`config.mk`:
```
export PLATFORM = sky130hd
export DESIGN_NAME = serial_stim_ctrl
export DESIGN_NICKNAME = d
export VERILOG_FILES = /design/src/rtl/fsm_ctrl_pkg.sv /design/src/rtl/rot_shreg.sv /design/src/rtl/serial_stim_ctrl.sv
export SDC_FILE = /design/constraint.sdc
export NUM_CORES = 1
export LEC_CHECK = 0
export ABC_CLOCK_PERIOD_IN_PS = 3000
export BUFFER_PORTS_ARGS = -buffer_cell sky130_fd_sc_hd__buf_2
export CELL_PAD_IN_SITES_DETAIL_PLACEMENT = 2
export CELL_PAD_IN_SITES_GLOBAL_PLACEMENT = 2
export CORE_MARGIN = 5
export CORE_UTILIZATION = 30
export CTS_CLUSTER_SIZE = 8
export DETAILED_ROUTE_END_ITERATION = 8
export PLACE_DENSITY_LB_ADDON = 0.1
export SETUP_SLACK_MARGIN = 0.5
export SLEW_MARGIN = 20
export SYNTH_ARGS = -nofsm -noshare
export SYNTH_HDL_FRONTEND = slang
export SYNTH_SLANG_ARGS = --single-unit
```
`constraint.sdc`:
```
create_clock -name clk -period 3 [get_ports clk]
set_clock_uncertainty 0.1 [all_clocks]
set_input_delay 0.15 -clock clk [delete_from_list [all_inputs] [get_ports clk]]
set_output_delay 0.15 -clock clk [all_outputs]
set_load 0.01 [all_outputs]
```
`src/rtl/fsm_ctrl_pkg.sv`:
```
// fsm_ctrl_pkg: state encoding and hit-counter saturation helper for serial_stim_ctrl.
package fsm_ctrl_pkg;
  typedef enum logic [2:0] {
    IDLE  = 3'd0,
    LOAD  = 3'd1,
    SHIFT = 3'd2,
    DRAIN = 3'd3,
    DONE  = 3'd4
  } state_e;
  localparam int CNT_W_DEF = 8;
  function automatic int unsigned cnt_max(input int unsigned w);
    return (32'd1 << w) - 32'd1;
  endfunction
  localparam int unsigned CNT_MAX = cnt_max(CNT_W_DEF);
endpackage

```
`src/rtl/rot_shreg.sv`:
```
// rot_shreg: WIDTH-bit load / rotate-left register, MSB is the serial output.
module rot_shreg #(
  parameter int WIDTH = 25
) (
  input  logic             clk,
  input  logic             rst,
  input  logic             load,
  input  logic             rot,
  input  logic [WIDTH-1:0] d,
  output logic             msb
);
  logic [WIDTH-1:0] shreg_q, shreg_d;
  always_comb
    shreg_d = load ? d : rot ? {shreg_q[WIDTH-2:0], shreg_q[WIDTH-1]} : shreg_q;
  always_ff @(posedge clk or negedge rst)
    if (!rst) shreg_q <= '0;
    else shreg_q <= shreg_d;
  assign msb = shreg_q[WIDTH-1];
endmodule

```
`src/rtl/serial_stim_ctrl.sv`:
```
// serial_stim_ctrl: rotates a test pattern into the sequence detector for N rounds
// and counts its z pulses, behind a start/busy/done handshake.
module serial_stim_ctrl
  import fsm_ctrl_pkg::*;
#(
  parameter int WIDTH = 25,
  parameter int RND_W = 4,
  parameter int CNT_W = CNT_W_DEF
) (
  input  logic             clk,
  input  logic             rst,
  input  logic             start,
  input  logic             abort,
  input  logic [WIDTH-1:0] pat_in,
  input  logic [RND_W-1:0] rounds,
  input  logic             z_in,
  output logic             x_out,
  output logic             det_rst,
  output logic             busy,
  output logic             done,
  output logic [CNT_W-1:0] hit_cnt
);
  localparam int BW = $clog2(WIDTH);
  localparam logic [CNT_W-1:0] HIT_MAX = CNT_W'(cnt_max(CNT_W));
  state_e           state_q, state_d;
  logic [BW-1:0]    bit_cnt_q, bit_cnt_d;
  logic [RND_W-1:0] rnd_cnt_q, rnd_cnt_d, rnd_lim_q, rnd_lim_d;
  logic [CNT_W-1:0] hit_cnt_q, hit_cnt_d, hit_next;
  logic             load, rot, last_bit, last_rnd;
  rot_shreg #(.WIDTH(WIDTH)) u_shreg (
    .clk  (clk),
    .rst  (rst),
    .load (load),
    .rot  (rot),
    .d    (pat_in),
    .msb  (x_out)
  );
  assign last_bit = bit_cnt_q == BW'(WIDTH - 1);
  assign last_rnd = rnd_cnt_q == rnd_lim_q - RND_W'(1);
  assign hit_next = (z_in && hit_cnt_q != HIT_MAX) ? hit_cnt_q + CNT_W'(1) : hit_cnt_q;
  always_comb begin
    state_d   = state_q;
    bit_cnt_d = bit_cnt_q;
    rnd_cnt_d = rnd_cnt_q;
    rnd_lim_d = rnd_lim_q;
    hit_cnt_d = hit_cnt_q;
    load      = 1'b0;
    rot       = 1'b0;
    if (abort) state_d = IDLE;
    else
      case (state_q)
        IDLE: state_d = start ? LOAD : IDLE;
        LOAD: begin
          load      = 1'b1;
          rnd_lim_d = (rounds == '0) ? RND_W'(1) : rounds;
          bit_cnt_d = '0;
          rnd_cnt_d = '0;
          hit_cnt_d = '0;
          state_d   = SHIFT;
        end
        SHIFT: begin
          rot       = 1'b1;
          bit_cnt_d = last_bit ? '0 : bit_cnt_q + BW'(1);
          rnd_cnt_d = last_bit ? rnd_cnt_q + RND_W'(1) : rnd_cnt_q;
          hit_cnt_d = hit_next;
          state_d   = (last_bit && last_rnd) ? DRAIN : SHIFT;
        end
        DRAIN: begin
          hit_cnt_d = hit_next;
          state_d   = DONE;
        end
        default: state_d = IDLE;
      endcase
  end
  always_ff @(posedge clk or negedge rst)
    if (!rst) begin
      state_q   <= IDLE;
      bit_cnt_q <= '0;
      rnd_cnt_q <= '0;
      rnd_lim_q <= '0;
      hit_cnt_q <= '0;
    end else begin
      state_q   <= state_d;
      bit_cnt_q <= bit_cnt_d;
      rnd_cnt_q <= rnd_cnt_d;
      rnd_lim_q <= rnd_lim_d;
      hit_cnt_q <= hit_cnt_d;
    end
  assign det_rst = !(state_q == SHIFT || state_q == DRAIN);
  assign busy    = state_q == LOAD || state_q == SHIFT || state_q == DRAIN;
  assign done    = state_q == DONE;
  assign hit_cnt = hit_cnt_q;
endmodule

```
==> results.py, run 1 <==
metrics = {
    "outcome": {
        "outcome": "complete, no violations",
    },
    "worst_setup_path": {
        "critPathLaunch": "state_q[1]",
        "cp.arrival_ns": 2.22,
        "crit_fanout": 29,
        "reg2reg_setup_slack_ns": 0.90,
        "start_kind": "flop",
        "worstSetupPathType": "flop to flop",
        "r2r-end": "u_shreg.shreg_q[5]",
        "r2r_start": "state_q[1]",
        "cp-end-kind": "flop",
        "reg2reg_depth": 6,
        "required_ns": 3.12,
    },
    "timing": {
        "max_freq_mhz": 476.3,
        "fin_crit_sh_pct": 69.99,
        "rsz0062_at_grt": "no",
        "finalSetupViolCount": 0,
        "slew_headroom_pct": 60.01,
        "worst_pin_slew_ns": 0.5999,
        "final-max-slew-violation-count": 0,
        "hold_viol": 0,
        "hold_slack_ns": 0.008544,
        "final.setup.tns_ns": 0,
        "final.min_clock_period_ns": 2.100,
    },
    "floorplanning": {
        "die_h_um": 101.1,
        "rows": 33,
        "io_pins": 46,
        "die_area_um2": 10220,
        "dieWidth_um": 101.1,
        "core_area_um2": 8134,
        "initial_core_util_pct": 30.60,
    },
    "power_and_ir_drop": {
        "p_leak_nw": 1.423,
        "ir_drop_mv": 0.2254,
        "report.power.total_mw": 2.245,
        "power.density_nw_per_um2": 726.4,
    },
    "cts": {
        "cts_tree": "yes",
        "clock_path_buffers": 2,
        "ctsRootBufferMaster": "clkbuf_8",
        "cts_buffers": 5,
        "clkTransAtPathRegs_ns": 0.10,
        "insertion_delay_ns": 0.30,
        "cts_num_sinks": 49,
        "cts-htree-levels": 2,
        "post-cts-setup-buffers": 0,
    },
    "yosys": {
        "synth_top_cell_by_area": "dfrtp_1",
        "synthDistinctLibCells": 45,
        "synth-main-ff-cell": "dfrtp_1",
        "yosysSeqAreaShare_pct": 49.27,
        "syn_area_um2": 2489,
        "yosysWarnings": 0,
        "synth_nets": 318,
        "syn_inst": 279,
        "async_reset_ff_share_pct": 100.0,
        "synth_area_per_cell_um2": 8.920,
        "synth_top_area_share_pct": 49.27,
        "yosys-top-cells-area": "dfrtp_1 (49%), nand2_1 (9.7%), a31oi_1 (6.3%)",
        "synth-edff-count": 0,
        "ys_ff_latch": 49,
    },
    "drt": {
        "drtIter0Drc": 56,
        "drt_first_pass_iters": 4,
        "drc_errors": 0,
        "wl_per_cell_um": 15.74,
        "totalWireLength_um": 6989,
        "dr_total_vias": 2242,
        "viasPerCell": 5.050,
        "antenna_left": 0,
    },
    "layout": {
        "syn2layout_area_growth_pct": 24.18,
        "layout.nets": 377,
        "regArea_um2": 1226,
        "multiInputGateArea_um2": 1152,
        "num_antenna_cells": 0,
        "n_fill_cell": 912,
        "final_util_pct": 37.99,
        "drive_gt1_share_pct": 19.76,
        "fin_area_um2": 3090,
    },
    "min_path": {
        "hold_depth": 3,
        "hold_class": "input port to flop",
        "holdPathEnd": "u_shreg.shreg_q[23]",
        "min_from": "pat_in[23]",
    },
    "placed_design": {
        "hpwlAfterDp_um": 5013,
        "place_area_um2": 2814,
        "port_buffers": 45,
        "gp_congestion": 0.7009,
    },
    "global_route": {
        "grt_max_degree": 30,
        "gr-total-overflow": 0,
        "grt_antenna_before_repair": 0,
        "grt_pass1_wl_um": 11960,
        "grtUsageTotal_pct": 14.71,
        "grt_pass1_vias": 2473,
    },
    "run": {
        "maxCapViolCount": 0,
    },
}
-- cell usage in the layout (no fill, tap or decap), types with 3 or more instances in the layout --
| cell type | instances |
|---|---|
| a21oi_1 | 5 |
| a31oi_1 | 25 |
| buf_2 | 45 |
| buf_4 | 7 |
| clkbuf_8 | 6 |
| dfrtp_1 | 49 |
| dlygate4sd3_1 | 16 |
| ha_1 | 5 |
| inv_1 | 6 |
| nand2_1 | 64 |
| nand2b_1 | 4 |
| nand3_1 | 8 |
| nor2_1 | 37 |
| o21ai_0 | 11 |
| o31ai_1 | 3 |
| or4_1 | 4 |
| xnor2_1 | 3 |
| xor2_1 | 7 |
-- cells in the mapped netlist, types with 2 or more instances --
cell type and n:
o41ai_1 2, ha_1 5, and2_1 2, inv_1 6, clkbuf_1 5, a21oi_1 5, xor2_1 7, dfrtp_1 49
nor3_1 2, nand2b_1 4, or3_1 2, nand3_1 8, o21ai_0 11, or4_1 4, buf_4 4, o31ai_1 3
xnor2_1 3, buf_2 6, a32oi_1 2, a31oi_1 25, nand2_1 64, nor2_1 37
-- sequential cells by signal (all words and copies together), names as in the netlist --
register and flops:
bit_cnt_q 5, hit_cnt 8, rnd_lim_q 4, rnd_cnt_q 4, state_q 3, u_shreg.shreg_q 25
-- critical path, stage by stage (launching register included) --
cell and delay, ns:
dfrtp_1 0.57, xor2_2 0.30, nand2_1 0.13, inv_2 0.39, buf_4 0.30, nor2_1 0.06, a31oi_1 0.15
-- cell families after synthesis --
kind of cell    share of synthesized area (%)
compound gates                          14.48
fa+ha+maj                               2.514
flops                                   49.27
xor+xnor                                4.173
buf+inv                                 4.424
mux                                    0.4022
simple gates                            24.74
-- layer usage --
metal  vias to the layer above  GRT usage (%)  routed length, um
li1                       1075              -                  -
met1                      1125          18.55               3203
met2                        33          24.95               3420
met3                         9          2.699                252
met4                         0          5.419                112
met5                         -              0                  0
-- where the power goes --
group / leakage, nW / internal [mW] / switching [mW]
logic: 0.777 / 0.305 / 0.429
clock network: 0.0585 / 0.272 / 0.225
registers: 0.588 / 0.863 / 0.150
total: 1.42 / 1.44 / 0.804
-- area by class of cell --
| class | instances | area share [%] |
|---|---|---|
| Timing Repair Buffer | 68 | 14.17 |
| Multi-Input combinational cell | 207 | 37.29 |
| Sequential cell | 49 | 39.68 |
| Clock inverter | 1 | 0.9717 |
| Tap cell | 105 | 4.251 |
| Clock buffer | 7 | 2.794 |
| Inverter | 7 | 0.8502 |
-- worst max path at each step --
stage                               end  slack, ns  cells past startpoint
floorplan                    hit_cnt[5]       1.30                      5
global placement    u_shreg.shreg_q[16]       0.98                      5
detailed placement   u_shreg.shreg_q[5]       0.88                      6
CTS                  u_shreg.shreg_q[5]       0.86                      6
global route         u_shreg.shreg_q[5]       0.74                      6
finish               u_shreg.shreg_q[5]       0.90                      6
-- timing repair --
| item | CTS | global route |
|---|---|---|
| gates resized for setup | 0 | 0 |
| hold buffers | 16 | 0 |
| endpoints found under the hold margin | 36 | 0 |
-- per-stage QoR --
stage	instances	setup slack, ns
finish	444	0.9004
detailed placement	420	0.8801
global placement	420	0.9837
floorplan	279	1.303
CTS	444	0.8619
global route	444	0.7368
No activity file was read; power rests on OpenSTA's default activity.
==> run 2: changes to the inputs <==
- ABC_AREA: unset -> 1
- ABC_CLOCK_PERIOD_IN_PS: 3000 -> 2000
- clock period: 3 -> 2 ns (I/O delays scaled with it)
==> run 2 against run 1 <==
Compared with the run above: clock power increased by 32%; synthesized cell count increased by 26%; sequential power increased by 39%; die area increased by 6.7%; design area increased by 30%; final cell count increased by 29%; via count increased by 27%; critical path depth increased by 1; sequential cell count unchanged; setup slack got worse by 0.48 ns; critical path type is now input port to flop; largest cell class is now multi-input gates; highest routed layer unchanged.
==> results.py, run 2 <==
metrics = {
    "outcome": {
        "outcome": "complete, no violations",
    },
    "timing": {
        "worst_pin_slew_ns": 0.4631,
        "finalSetupViolCount": 0,
        "rsz0062_at_grt": "yes",
        "fin_crit_sh_pct": 78.88,
        "final.min_clock_period_ns": 1.578,
        "final-max-slew-violation-count": 0,
        "slew_headroom_pct": 69.13,
        "hold_viol": 0,
        "final.setup.tns_ns": 0,
        "max_freq_mhz": 633.9,
        "hold_slack_ns": 0.01414,
        "postLayoutSetupSlackWorst_ns": 0.4225,
    },
    "global_route": {
        "grt_pass1_wl_um": 14160,
        "grt_antenna_before_repair": 0,
        "grt_max_degree": 55,
        "grt_pass1_vias": 2990,
        "grtUsageTotal_pct": 15.50,
        "gr-total-overflow": 0,
    },
    "worst_setup_path": {
        "start_kind": "input port",
        "r2r-end": "u_shreg.shreg_q[16]",
        "crit_end": "u_shreg.shreg_q[16]",
        "cp.arrival_ns": 1.67,
        "crit_family": "buffers and inverters",
        "max_stage_delay_ns": 0.55,
        "worstSetupPathType": "input port to flop",
        "required_ns": 2.10,
        "path_cells": "dlygate4sd3_1, buf_2, nor2_2, nand2_4, clkbuf_16, o211ai_1, o21ai_1",
        "crit_buf_inv": 3,
        "cp-end-kind": "flop",
        "reg2reg_depth": 5,
        "r2r_start": "state_q[2]",
        "crit_fanout": 7,
        "critical_path_depth": 7,
        "crit_slowest_cell": "dlygate4sd3_1",
        "critPathLaunch": "abort",
        "reg2reg_setup_slack_ns": 0.43,
    },
    "min_path": {
        "hold_class": "input port to flop",
    },
    "yosys": {
        "synth-main-ff-cell": "dfrtp_1",
        "syn_area_um2": 2675,
        "synth_area_per_cell_um2": 7.600,
        "async_reset_ff_share_pct": 100.0,
        "netlist_top_cells_count": "nand2_1 (102), dfrtp_1 (49), inv_1 (49)",
        "syn_inst": 352,
        "synth-edff-count": 0,
        "yosysWarnings": 0,
        "yosysMostFrequentCell": "nand2_1",
        "synth_top_area_share_pct": 45.84,
        "synth_nets": 391,
        "yosysSeqAreaShare_pct": 45.84,
        "yosys-top-cells-area": "dfrtp_1 (46%), nand2_1 (14%), inv_1 (6.9%)",
        "synth_top_cell_by_area": "dfrtp_1",
        "ys_ff_latch": 49,
        "synthDistinctLibCells": 25,
    },
    "floorplanning": {
        "rows": 34,
        "die_h_um": 104.4,
        "io_pins": 46,
        "die_area_um2": 10910,
        "core_area_um2": 8721,
        "initial_core_util_pct": 30.67,
        "dieWidth_um": 104.4,
    },
    "layout": {
        "n_fill_cell": 940,
        "final_util_pct": 46.23,
        "mostFrequentLayoutCells": "nand2_1 (92), dfrtp_1 (47), inv_1 (45), buf_2 (45), dlygate4sd3_1 (30)",
        "final_cells": 573,
        "syn2layout_area_growth_pct": 50.70,
        "multiInputGateArea_um2": 1361,
        "layout_commonest_cell": "nand2_1",
        "fin_area_um2": 4031,
        "largest_register": "u_shreg.shreg_q",
        "regArea_um2": 1229,
        "num_antenna_cells": 0,
        "largest_reg_flops": 25,
        "layout.nets": 503,
        "drive_gt1_share_pct": 29.03,
    },
    "placed_design": {
        "port_buffers": 45,
        "dp.cells": 501,
        "place_area_um2": 3053,
        "pre_cts_slack_ns": 0.2711,
        "gp_congestion": 0.7564,
        "hpwlAfterDp_um": 5484,
    },
    "drt": {
        "dr_total_vias": 2841,
        "totalWireLength_um": 10620,
        "drc_errors": 0,
        "drtIter0Drc": 54,
        "antenna_left": 0,
        "viasPerCell": 4.958,
        "drt_first_pass_iters": 4,
        "wl_per_cell_um": 18.54,
    },
    "power_and_ir_drop": {
        "ir_drop_mv": 0.3367,
        "p_int_mw": 2.021,
        "combPwrFrac_pct": 35.4,
        "power_frac_clock_pct": 20.7,
        "switching_share_pct": 36.66,
        "report.power.total_mw": 3.191,
        "power.density_nw_per_um2": 791.6,
        "pwr-share-seq_pct": 44.0,
        "p_leak_nw": 2.057,
        "p_switching_mw": 1.170,
    },
    "cts": {
        "insertion_delay_ns": 0.33,
        "clkTransAtPathRegs_ns": 0.10,
        "cts-htree-levels": 2,
        "cts_tree": "yes",
        "clock_path_buffers": 2,
        "ctsRootBufferMaster": "clkbuf_8",
        "cts_num_sinks": 49,
        "cts_buffers": 5,
    },
    "run": {
        "maxCapViolCount": 0,
    },
}
-- run 2: cell count changes after synthesis, sizes merged, moves of 4 or more --
| cell | change |
|---|---|
| nand2b | -4 |
| nand2 | +41 |
| o211ai | +18 |
| inv | +45 |
| nand3 | +14 |
| or4 | -4 |
| nor2 | -8 |
| a31oi | -20 |
| o21ai | +21 |
-- run 2: worst register-to-register path, stage by stage (launching register included) --
cell       delay (ns)
dfrtp_1          0.44
nor2_2           0.22
nand2_4          0.17
clkbuf_16        0.20
o211ai_1         0.20
o21ai_1          0.12
-- run 2: timing repair --
action,CTS,global route
setup buffers,14,9
cloned,0,11
setup endpoints to repair,43,43
resized for setup,23,37
hold endpoints to repair,46,0
hold buffers,30,0
pin swaps,6,14
-- run 2: per-layer routing --
layer | up-vias | wire, um | GRT usage (%) | share of wire (%)
li1 | 1357 | - | - | -
met1 | 1423 | 4478 | 18.88 | 42
met2 | 47 | 5703 | 28.37 | 54
met3 | 14 | 268 | 2.793 | 2.5
met4 | 0 | 174 | 3.053 | 1.6
met5 | - | 0 | 0 | 0
-- run 2: kinds of logic (layout without fill, tap and decap cells) --
| family | after synthesis | in the layout | synth area share, % |
|---|---|---|---|
| AND/OR/NAND/NOR | 166 | 167 | 26.24 |
| buffers and inverters | 64 | 176 | 10.06 |
| adder cells (fa/ha/maj) | 5 | 5 | 2.339 |
| AO/OA/AOI/OAI | 63 | 63 | 13.89 |
| flip-flops | 49 | 49 | 45.84 |
| XOR/XNOR | 5 | 5 | 1.637 |
-- run 2: power groups by stage --
stage / registers [mW] / clock network (mW) / logic (mW)
finish: 1.40 / 0.659 / 1.13
global route: 1.44 / 0.712 / 1.27
CTS: 1.39 / 0.678 / 0.941
detailed placement: 1.42 / 0 / 0.817
global placement: 1.40 / 0 / 0.781
floorplan: 1.39 / 0 / 0.577
-- run 2: cell type report --
type                    count  share of cell area (%)
multi-input cells         240                   33.77
flip-flops and latches     49                   30.48
repair buffers            116                   25.17
inverters                  52                   4.904
well taps                 108                   3.352
clock buffers               5                   1.707
clock inverters             3                  0.6207
-- run 2: worst min path at each step --
| stage | start | end | slack, ns | depth (start not counted) |
|---|---|---|---|---|
| after detailed placement | rst | u_shreg.shreg_q[9] | -0.01 | 1 |
| after CTS | pat_in[16] | u_shreg.shreg_q[16] | 0.002 | 3 |
| final | pat_in[21] | u_shreg.shreg_q[21] | 0.01 | 3 |
| after floorplan | rst | bit_cnt_q[0] | -0.30 | 0 |
| after global placement | rst | u_shreg.shreg_q[9] | -0.02 | 1 |
| after global routing | pat_in[21] | u_shreg.shreg_q[21] | 0.009 | 3 |
==> run 3: changes to the inputs <==
- ABC_CLOCK_PERIOD_IN_PS: 2000 -> 1450
- CORE_UTILIZATION: 30 -> 29
- clock period: 2 -> 1.45 ns (I/O delays scaled with it)
==> run 3 against run 2 <==
Compared with the run above: final cell count rose by 5.4%; routed wire length up 12%; via count increased by 4.5%; count of clock-buffer cells in the layout increased by 1; the run now ends with negative setup slack left; design area up 16%; critical path depth is 2 higher; clock power up 58%; largest cell class unchanged; global-route usage rose by 2.2 points.
==> results.py, run 3 (synthesized netlist as in run 2, its figures left out) <==
metrics = {
    "power_and_ir_drop": {
        "report.power.total_mw": 4.933,
        "p_int_mw": 3.162,
        "p_switching_mw": 1.771,
        "power.density_nw_per_um2": 1056,
        "combPwrFrac_pct": 39.4,
        "ir_drop_mv": 0.5547,
        "switching_share_pct": 35.90,
        "p_leak_nw": 2.302,
        "power_frac_clock_pct": 21.0,
        "pwr-share-seq_pct": 39.6,
    },
    "layout": {
        "layout_commonest_cell": "nand2_1",
        "largest_reg_flops": 25,
        "largest_register": "u_shreg.shreg_q",
        "num_antenna_cells": 0,
        "mostFrequentLayoutCells": "nand2_1 (75), dfrtp_1 (44), inv_1 (43), buf_4 (38), buf_2 (36)",
        "layout.nets": 531,
        "drive_gt1_share_pct": 44.42,
        "final_util_pct": 51.30,
        "syn2layout_area_growth_pct": 74.70,
    },
    "drt": {
        "viasPerCell": 4.916,
        "drc_errors": 0,
        "dr_total_vias": 2969,
        "wl_per_cell_um": 19.78,
        "drt_first_pass_iters": 5,
        "antenna_left": 0,
        "totalWireLength_um": 11950,
        "drtIter0Drc": 28,
    },
    "worst_setup_path": {
        "path_cells": "inv_2, nand2_4, nor2_4, nand2_4, nand2_8, buf_12, buf_16, nand3_2, o21ai_1",
        "start_kind": "flop",
        "cp-end-kind": "flop",
        "worstSetupPathType": "flop to flop",
        "crit_fanout": 8,
        "max_stage_delay_ns": 0.44,
        "cp.arrival_ns": 1.76,
        "cp_common_cell": "nand2_4",
        "required_ns": 1.58,
        "crit_slowest_cell": "dfrtp_1",
    },
    "timing": {
        "slew_headroom_pct": 79.86,
        "final-max-slew-violation-count": 0,
        "max_freq_mhz": 612.6,
        "final.min_clock_period_ns": 1.633,
        "rsz0062_at_grt": "yes",
        "finalSetupViolCount": 44,
        "hold_viol": 0,
        "worst_pin_slew_ns": 0.3008,
        "postLayoutSetupSlackWorst_ns": -0.1825,
        "fin_crit_sh_pct": 112.6,
    },
    "cts": {
        "cts_num_sinks": 49,
        "clkTransAtPathRegs_ns": 0.10,
        "clock_path_buffers": 2,
        "insertion_delay_ns": 0.31,
        "cts-htree-levels": 2,
        "cts_buffers": 5,
        "cts_tree": "yes",
        "ctsRootBufferMaster": "clkbuf_8",
    },
    "global_route": {
        "grtUsageTotal_pct": 17.71,
        "grt_pass1_vias": 3251,
        "grt_max_degree": 50,
        "grt_pass1_wl_um": 16130,
        "grt_antenna_before_repair": 0,
        "gr-total-overflow": 0,
    },
    "floorplanning": {
        "die_h_um": 106.0,
        "rows": 35,
        "initial_core_util_pct": 29.37,
        "core_area_um2": 9109,
        "die_area_um2": 11250,
        "io_pins": 46,
        "dieWidth_um": 106.0,
    },
    "min_path": {
        "hold_class": "input port to flop",
    },
    "placed_design": {
        "gp_congestion": 0.7267,
        "hpwlAfterDp_um": 6021,
        "port_buffers": 45,
    },
    "run": {
        "maxCapViolCount": 0,
    },
    "outcome": {
        "violations": "negative setup slack",
        "outcome": "complete, but fails checks",
    },
}
==> run 3: cell type report <==
class,instances,area [um2]
multi-input combinational,239,1615
inverter,52,205.2
fill,976,4436
tap,111,138.9
sequential,49,1232
clock buffer,6,72.57
timing repair buffer,145,1370
clock inverter,2,38.79
==> run 3: what timing repair did <==
item                                    CTS  global route
endpoints found under the setup margin   61            61
buffers inserted                         15            15
gates cloned                              2             3
hold buffers                             31             0
hold endpoints to repair                 79             0
resized for setup                        67            64
pin swaps                                10            20
==> run 3: metal layers <==
| layer | routed length (um) | up-vias | track usage [%] |
|---|---|---|---|
| met5 | 0 | - | 0 |
| met3 | 261 | 12 | 2.611 |
| li1 | - | 1416 | - |
| met1 | 4904 | 1488 | 21.46 |
| met4 | 151 | 0 | 3.423 |
| met2 | 6628 | 53 | 33.24 |
==> run 3: per-stage QoR <==
stage,hold WS (ns),area (um2),TNS [ns],std cells,worst slack (ns)
finish,0.02484,4673,-4.232,604,-0.1825
global route,0.01312,4673,-7.327,604,-0.2388
CTS,0.0001041,4245,-0.1928,586,-0.03403
detailed placement,-0.005657,3383,-1.156,530,-0.1118
global placement,-0.007803,3383,-0.03687,530,-0.02270
floorplan,-0.3231,2786,0,352,0.04152
==> run 3: worst max-delay path, delay by kind of cell, from the launching register on <==
kind	cells	cell delay (ns)
flops	1	0.44
simple gates	5	0.54
buf+inv	3	0.36
compound gates	1	0.10
==> run 3: final timing paths <==
path | cells past startpoint | slack (ns) | end | from
min | 3 | 0.02 | u_shreg.shreg_q[20] | pat_in[20]
max reg2reg | 9 | -0.18 | bit_cnt_q[1] | state_q[2]
min reg2reg | 2 | 0.40 | u_shreg.shreg_q[21] | u_shreg.shreg_q[21]
min in group asynchronous | 3 | 0.17 | u_shreg.shreg_q[8] | rst
max | 9 | -0.18 | bit_cnt_q[1] | state_q[2]
max in group asynchronous | 3 | 0.81 | state_q[0] | rst
==> run 3: power groups by stage <==
stage / registers [mW] / clock network [mW] / logic [mW]
6_report: 1.95 / 1.04 / 1.94
3_3_place_gp: 1.93 / 0 / 1.26
2_1_floorplan: 1.92 / 0 / 0.857
4_1_cts: 1.93 / 1.06 / 1.63
5_1_grt: 2.00 / 1.11 / 2.16
3_5_place_dp: 1.95 / 0 / 1.33
